`src/rtl/mc_control_sequencer.sv`:
```
// rtl/mc_control_sequencer.sv - multi-cycle CPU control sequencer: state register, strobe decode, HALT latch, retire counter
module mc_control_sequencer #(
  parameter int CNT_W = 32
) (
  input  logic             CLK,
  input  logic             RST,
  input  logic [5:0]       Opcode,
  input  logic             zero,
  input  logic             sign,
  input  logic             mem_ready,
  output logic [2:0]       state,
  output logic             PCWre,
  output logic             IRWre,
  output logic             InsMemRW,
  output logic             RegWre,
  output logic             mRD,
  output logic             mWR,
  output logic             ALUSrcA,
  output logic             ALUSrcB,
  output logic             ExtSel,
  output logic [1:0]       RegDst,
  output logic             WrRegDSrc,
  output logic             DBDataSrc,
  output logic [1:0]       PCSrc,
  output logic [2:0]       ALUOp,
  output logic             halted,
  output logic [CNT_W-1:0] instr_count
);

  typedef enum logic [2:0] {
    S_IF   = 3'b000,
    S_ID   = 3'b001,
    S_EXE  = 3'b010,
    S_WB   = 3'b011,
    S_MEM  = 3'b100,
    S_HALT = 3'b111
  } state_t;

  localparam logic [5:0] OP_ADD  = 6'b000000, OP_SUB  = 6'b000001, OP_ADDI = 6'b000010;
  localparam logic [5:0] OP_OR   = 6'b010000, OP_AND  = 6'b010001, OP_ORI  = 6'b010010;
  localparam logic [5:0] OP_SLL  = 6'b011000, OP_SLT  = 6'b100110, OP_SLTI = 6'b100111;
  localparam logic [5:0] OP_SW   = 6'b110000, OP_LW   = 6'b110001, OP_BEQ  = 6'b110100;
  localparam logic [5:0] OP_BNE  = 6'b110101, OP_BGTZ = 6'b110110, OP_J    = 6'b111000;
  localparam logic [5:0] OP_JR   = 6'b111001, OP_JAL  = 6'b111010, OP_HALT = 6'b111111;

  state_t state_q;
  logic   is_jump, is_branch, is_mem, is_rtype, taken;

  assign state     = state_q;
  assign is_jump   = (Opcode == OP_J) || (Opcode == OP_JR) || (Opcode == OP_JAL);
  assign is_branch = (Opcode == OP_BEQ) || (Opcode == OP_BNE) || (Opcode == OP_BGTZ);
  assign is_mem    = (Opcode == OP_LW) || (Opcode == OP_SW);
  assign is_rtype  = (Opcode == OP_ADD) || (Opcode == OP_SUB) || (Opcode == OP_OR) ||
                     (Opcode == OP_AND) || (Opcode == OP_SLL) || (Opcode == OP_SLT);

  always_comb begin
    taken = 1'b0;
    case (Opcode)
      OP_BEQ:  taken = zero;
      OP_BNE:  taken = !zero;
      OP_BGTZ: taken = !zero && !sign;
      default: taken = 1'b0;
    endcase
  end

  always_ff @(posedge CLK or negedge RST) begin
    if (!RST) begin
      state_q     <= S_IF;
      halted      <= 1'b0;
      instr_count <= '0;
    end else begin
      // Every PC write retires exactly one instruction.
      if (PCWre) instr_count <= instr_count + CNT_W'(1);
      case (state_q)
        S_IF: state_q <= S_ID;
        S_ID: begin
          if (is_jump) state_q <= S_IF;
          else if (Opcode == OP_HALT) begin
            state_q <= S_HALT;
            halted  <= 1'b1;
          end else state_q <= S_EXE;
        end
        S_EXE: begin
          if (is_branch)   state_q <= S_IF;
          else if (is_mem) state_q <= S_MEM;
          else             state_q <= S_WB;
        end
        S_MEM:   if (mem_ready) state_q <= (Opcode == OP_LW) ? S_WB : S_IF;
        S_WB:    state_q <= S_IF;
        S_HALT:  state_q <= S_HALT;
        default: state_q <= S_IF;
      endcase
    end
  end

  always_comb begin
    PCWre = 1'b0; IRWre = 1'b0; InsMemRW = 1'b0; RegWre = 1'b0;
    mRD = 1'b0; mWR = 1'b0; ALUSrcA = 1'b0; ALUSrcB = 1'b0; ExtSel = 1'b0;
    RegDst = 2'b00; WrRegDSrc = 1'b0; DBDataSrc = 1'b0; PCSrc = 2'b00; ALUOp = 3'b000;

    // ALU controls stay stable from EXE through WB so the result is held.
    if (state_q == S_EXE || state_q == S_MEM || state_q == S_WB) begin
      ALUSrcA = (Opcode == OP_SLL);
      ALUSrcB = (Opcode == OP_ADDI) || (Opcode == OP_ORI) || (Opcode == OP_SLTI) || is_mem;
      ExtSel  = (Opcode != OP_ORI);
      case (Opcode)
        OP_SUB, OP_BEQ, OP_BNE, OP_BGTZ: ALUOp = 3'b001;
        OP_SLL:                          ALUOp = 3'b010;
        OP_OR, OP_ORI:                   ALUOp = 3'b011;
        OP_AND:                          ALUOp = 3'b100;
        OP_SLT, OP_SLTI:                 ALUOp = 3'b101;
        default:                         ALUOp = 3'b000;
      endcase
    end

    case (state_q)
      S_IF: begin
        InsMemRW = 1'b1;
        IRWre    = 1'b1;
      end
      S_ID: begin
        case (Opcode)
          OP_J:  begin PCWre = 1'b1; PCSrc = 2'b11; end
          OP_JR: begin PCWre = 1'b1; PCSrc = 2'b10; end
          OP_JAL: begin
            PCWre  = 1'b1;
            PCSrc  = 2'b11;
            RegWre = 1'b1;
          end
          default: ;
        endcase
      end
      S_EXE: begin
        if (is_branch) begin
          PCWre = 1'b1;
          PCSrc = taken ? 2'b01 : 2'b00;
        end
      end
      S_MEM: begin
        mRD = (Opcode == OP_LW);
        mWR = (Opcode == OP_SW);
        if (Opcode == OP_SW && mem_ready) PCWre = 1'b1;
      end
      S_WB: begin
        RegWre    = 1'b1;
        PCWre     = 1'b1;
        WrRegDSrc = 1'b1;
        DBDataSrc = (Opcode == OP_LW);
        RegDst    = is_rtype ? 2'b10 : 2'b01;
      end
      default: ;
    endcase
  end

endmodule
```
`config.mk`:
```
export PLATFORM = sky130hd
export DESIGN_NAME = mc_control_sequencer
export DESIGN_NICKNAME = d
export VERILOG_FILES = /design/src/rtl/mc_control_sequencer.sv
export SDC_FILE = /design/constraint.sdc
export NUM_CORES = 1
export LEC_CHECK = 0
export BUFFER_PORTS_ARGS = -buffer_cell sky130_fd_sc_hd__clkbuf_2
export CAP_MARGIN = 5
export CELL_PAD_IN_SITES_DETAIL_PLACEMENT = 1
export CELL_PAD_IN_SITES_GLOBAL_PLACEMENT = 1
export CORE_MARGIN = 2
export CORE_UTILIZATION = 41
export DETAILED_ROUTE_END_ITERATION = 6
export PLACE_DENSITY = 0.92
export SKIP_CTS_REPAIR_TIMING = 1
export SYNTH_ARGS = -nofsm -noshare
export SYNTH_HDL_FRONTEND = slang
export SYNTH_SLANG_ARGS = --single-unit
```
`constraint.sdc`:
```
create_clock -name CLK -period 4.35 [get_ports CLK]
set_input_delay 0.2175 -clock CLK [delete_from_list [all_inputs] [get_ports CLK]]
set_output_delay 0.2175 -clock CLK [all_outputs]
set_load 0.05 [all_outputs]
```
==> metrics.txt <==
GR Util All Layers between 20% and 30%; Synth Warn # 0; post-route ant nets 0; RSZ-0062 raised after global routing no; H-tree depth 2; Clock power frac a little over a fifth; FFs w/ async S/R, synth between 90% and 100%; Mapped Area roughly 2100 µm²; Worst Clk Skew roughly 0.011 ns; drt pass-1 iters 4; vias 1973; synthesis-stage register bit count 36; Min Hold Slack between 0.02 and 0.025 ns; max_slew headroom 41.31%; Syn Nets ~240; Min-Delay Path Class input port to async pin; Slew Viols, Final 0; internal power 0.6884 mW; antenna violations before repair 0; clock buffer depth 2; slowest stage delay, CP ~0.53 ns; CTS clk-pin slew, worst paths approximately 0.080 ns; chip width ~76 µm; layout cells sized above 1 around 28%; routability congestion estimate 0.9363; Skew-Pair Late Insertion Delay approximately 0.3 ns; pwr dens roughly 520 nW/µm²; Net Sw Frac about half; Antenna Cells 0; Final Net Count around 300; Cells after Synth between 200 and 250; top_reg_cell synth dfrtp_1; R2R Setup Slk approximately 1.8 ns; P_leak approximately 1.4 nW; synth unique cells between 40 and 50; CP cell instances or3b_1, nand4bb_1, o221a_1, buf_4, inv_1, clkbuf_2; Avg Inst Size Synth 9.464 µm²; EDFF count, synth 0; DRC viols 0; CP endpoint kind output port; Clock Sinks 36; worst IR drop on VDD approximately 0.46 mV; total negative slack 0 ns; Starting Density around 42%; # setup viols final 0; first-pass GRT wire length ~10 mm; worst slack, placed roughly 1.7 ns; Logic pwr share between 40% and 50%; Max-Cap Viols 0; drt wl/cell 16.33 µm; vias in the first global route between 2k and 2.5k; run status complete, no violations; Root Driver clkbuf_8; commonest non-fill, non-tap cell in the layout clkbuf_2; sequential share of power about a third; Tmin final a little under 3 ns; Inst Count DP 350; final worst slack about 1.4 ns; die height approximately 76 µm; # IOs 65; Core Region 5075 µm²; I/O Buffers 64; Least-Margin Pin Slew a little under 0.9 ns; Die Area 5835 µm²; final instance area about 2600 µm²; largest net degree at the start of global routing 37; row cnt 26; final wirelength just under 6 mm; most frequent cells in the layout 64 x clkbuf_2, 36 x dfrtp_1, 25 x nand2_1; CTS buffer count 5; CTS tree yes; Final Hold Fails 0; Psw ~0.67 mW; area grow syn2layout 21.49%; kind of critical path flop to output port; DP HPWL 4.296 mm; CP arrival between 2 and 3 ns; Seq/Total Area, Yosys a little over two fifths; Post-Layout Cell Count 358; CP Launch Type flop; Slowest-stage cell, CP dfrtp_1; dpl cell area 2499 µm²; Fillers between 600 and 700; WP data required 4.13 ns; fmax about 0.34 GHz; Vias/cell 5.511; crit path max fanout 21; period utilization about two thirds; 1st-iter DRT viols 59; GRT overflow 0
==> worst max-delay path, delay by kind of cell (launching register included) <==
kind	cells	cell delay, ns
buf+inv	3	0.97
simple gates	2	0.68
flops	1	0.53
compound gates	1	0.27
==> stage by stage <==
stage | power (mW) | util (%)
2_1_floorplan | 0.9393 | -
3_3_place_gp | 1.052 | 49.24
3_5_place_dp | 1.073 | 49.24
4_1_cts | 1.370 | 51.43
5_1_grt | 1.439 | 51.43
6_report | 1.359 | 51.43
==> metal layers <==
layer	global-route usage (%)	part of all wire [%]	vias to the layer above
met1	26.43	43	991
met5	0	0	-
met2	36.81	51	52
met3	3.555	4.4	6
met4	8.364	1.4	0
li1	-	-	924
==> final cells by class <==
cell class	count	area (µm²)	share of cell area, %
Sequential cell	36	900.9	34.52
Timing Repair Buffer	65	327.8	12.56
Clock inverter	3	42.54	1.630
Multi-Input combinational cell	171	1152	44.15
Clock buffer	5	68.82	2.637
Tap cell	70	87.58	3.356
Inverter	8	30.03	1.151
==> state kept, by name, indices dropped and copies added (netlist names) <==
register and cells:
instr_count 32, state 3, halted 1
==> kinds of logic (layout without fill, tap and decap cells) <==
family / after synthesis / after routing / share of synthesized area [%]
adders and majority gates: 1 / 1 / 0.5823
muxes: 3 / 3 / 1.398
and+or+nand+nor: 110 / 110 / 30.58
DFF: 36 / 36 / 41.93
AOI/OAI and AO/OA: 26 / 26 / 8.446
buffers and inverters: 20 / 81 / 4.425
xor gates and xnor gates: 31 / 31 / 12.64
==> power by group through the flow <==
| stage | sequential (mW) | combinational [mW] | clock (mW) |
|---|---|---|---|
| floorplan | 0.576 | 0.364 | 0 |
| global placement | 0.463 | 0.589 | 0 |
| detailed placement | 0.469 | 0.603 | 0 |
| CTS | 0.462 | 0.606 | 0.302 |
| global route | 0.475 | 0.642 | 0.321 |
| finish | 0.460 | 0.601 | 0.299 |
==> synthesized netlist by cell type (2+ instances only) <==
master	instances	area (µm²)
nor4_4	2	42.54
buf_4	2	15.01
a32oi_1	2	17.52
a21oi_1	7	35.03
xor2_1	18	157.7
nor4b_4	3	71.32
clkbuf_1	4	15.01
nand4_1	12	75.07
nand2_1	25	93.84
dfrtp_1	36	900.9
nand3_1	15	75.07
and3_1	3	18.77
a31oi_1	2	12.51
buf_2	3	15.01
mux2i_1	3	30.03
nor2_1	19	71.32
inv_1	8	30.03
o21ai_0	4	20.02
xnor2_1	13	113.9
nor2b_1	3	18.77
nor3b_1	5	37.54
o32ai_1	2	17.52
nor3_1	12	60.06
==> final timing paths <==
check,startpoint,to,depth (start not counted)
min in group CLK,Opcode[2],state[1],4
max,state[0],PCWre,6
max in group asynchronous,RST,state[0],1
min reg2reg,instr_count[31],instr_count[31],1
min,RST,instr_count[15],1
max reg2reg,state[0],instr_count[9],7
Note: power is estimated with default switching activity, not from simulation.
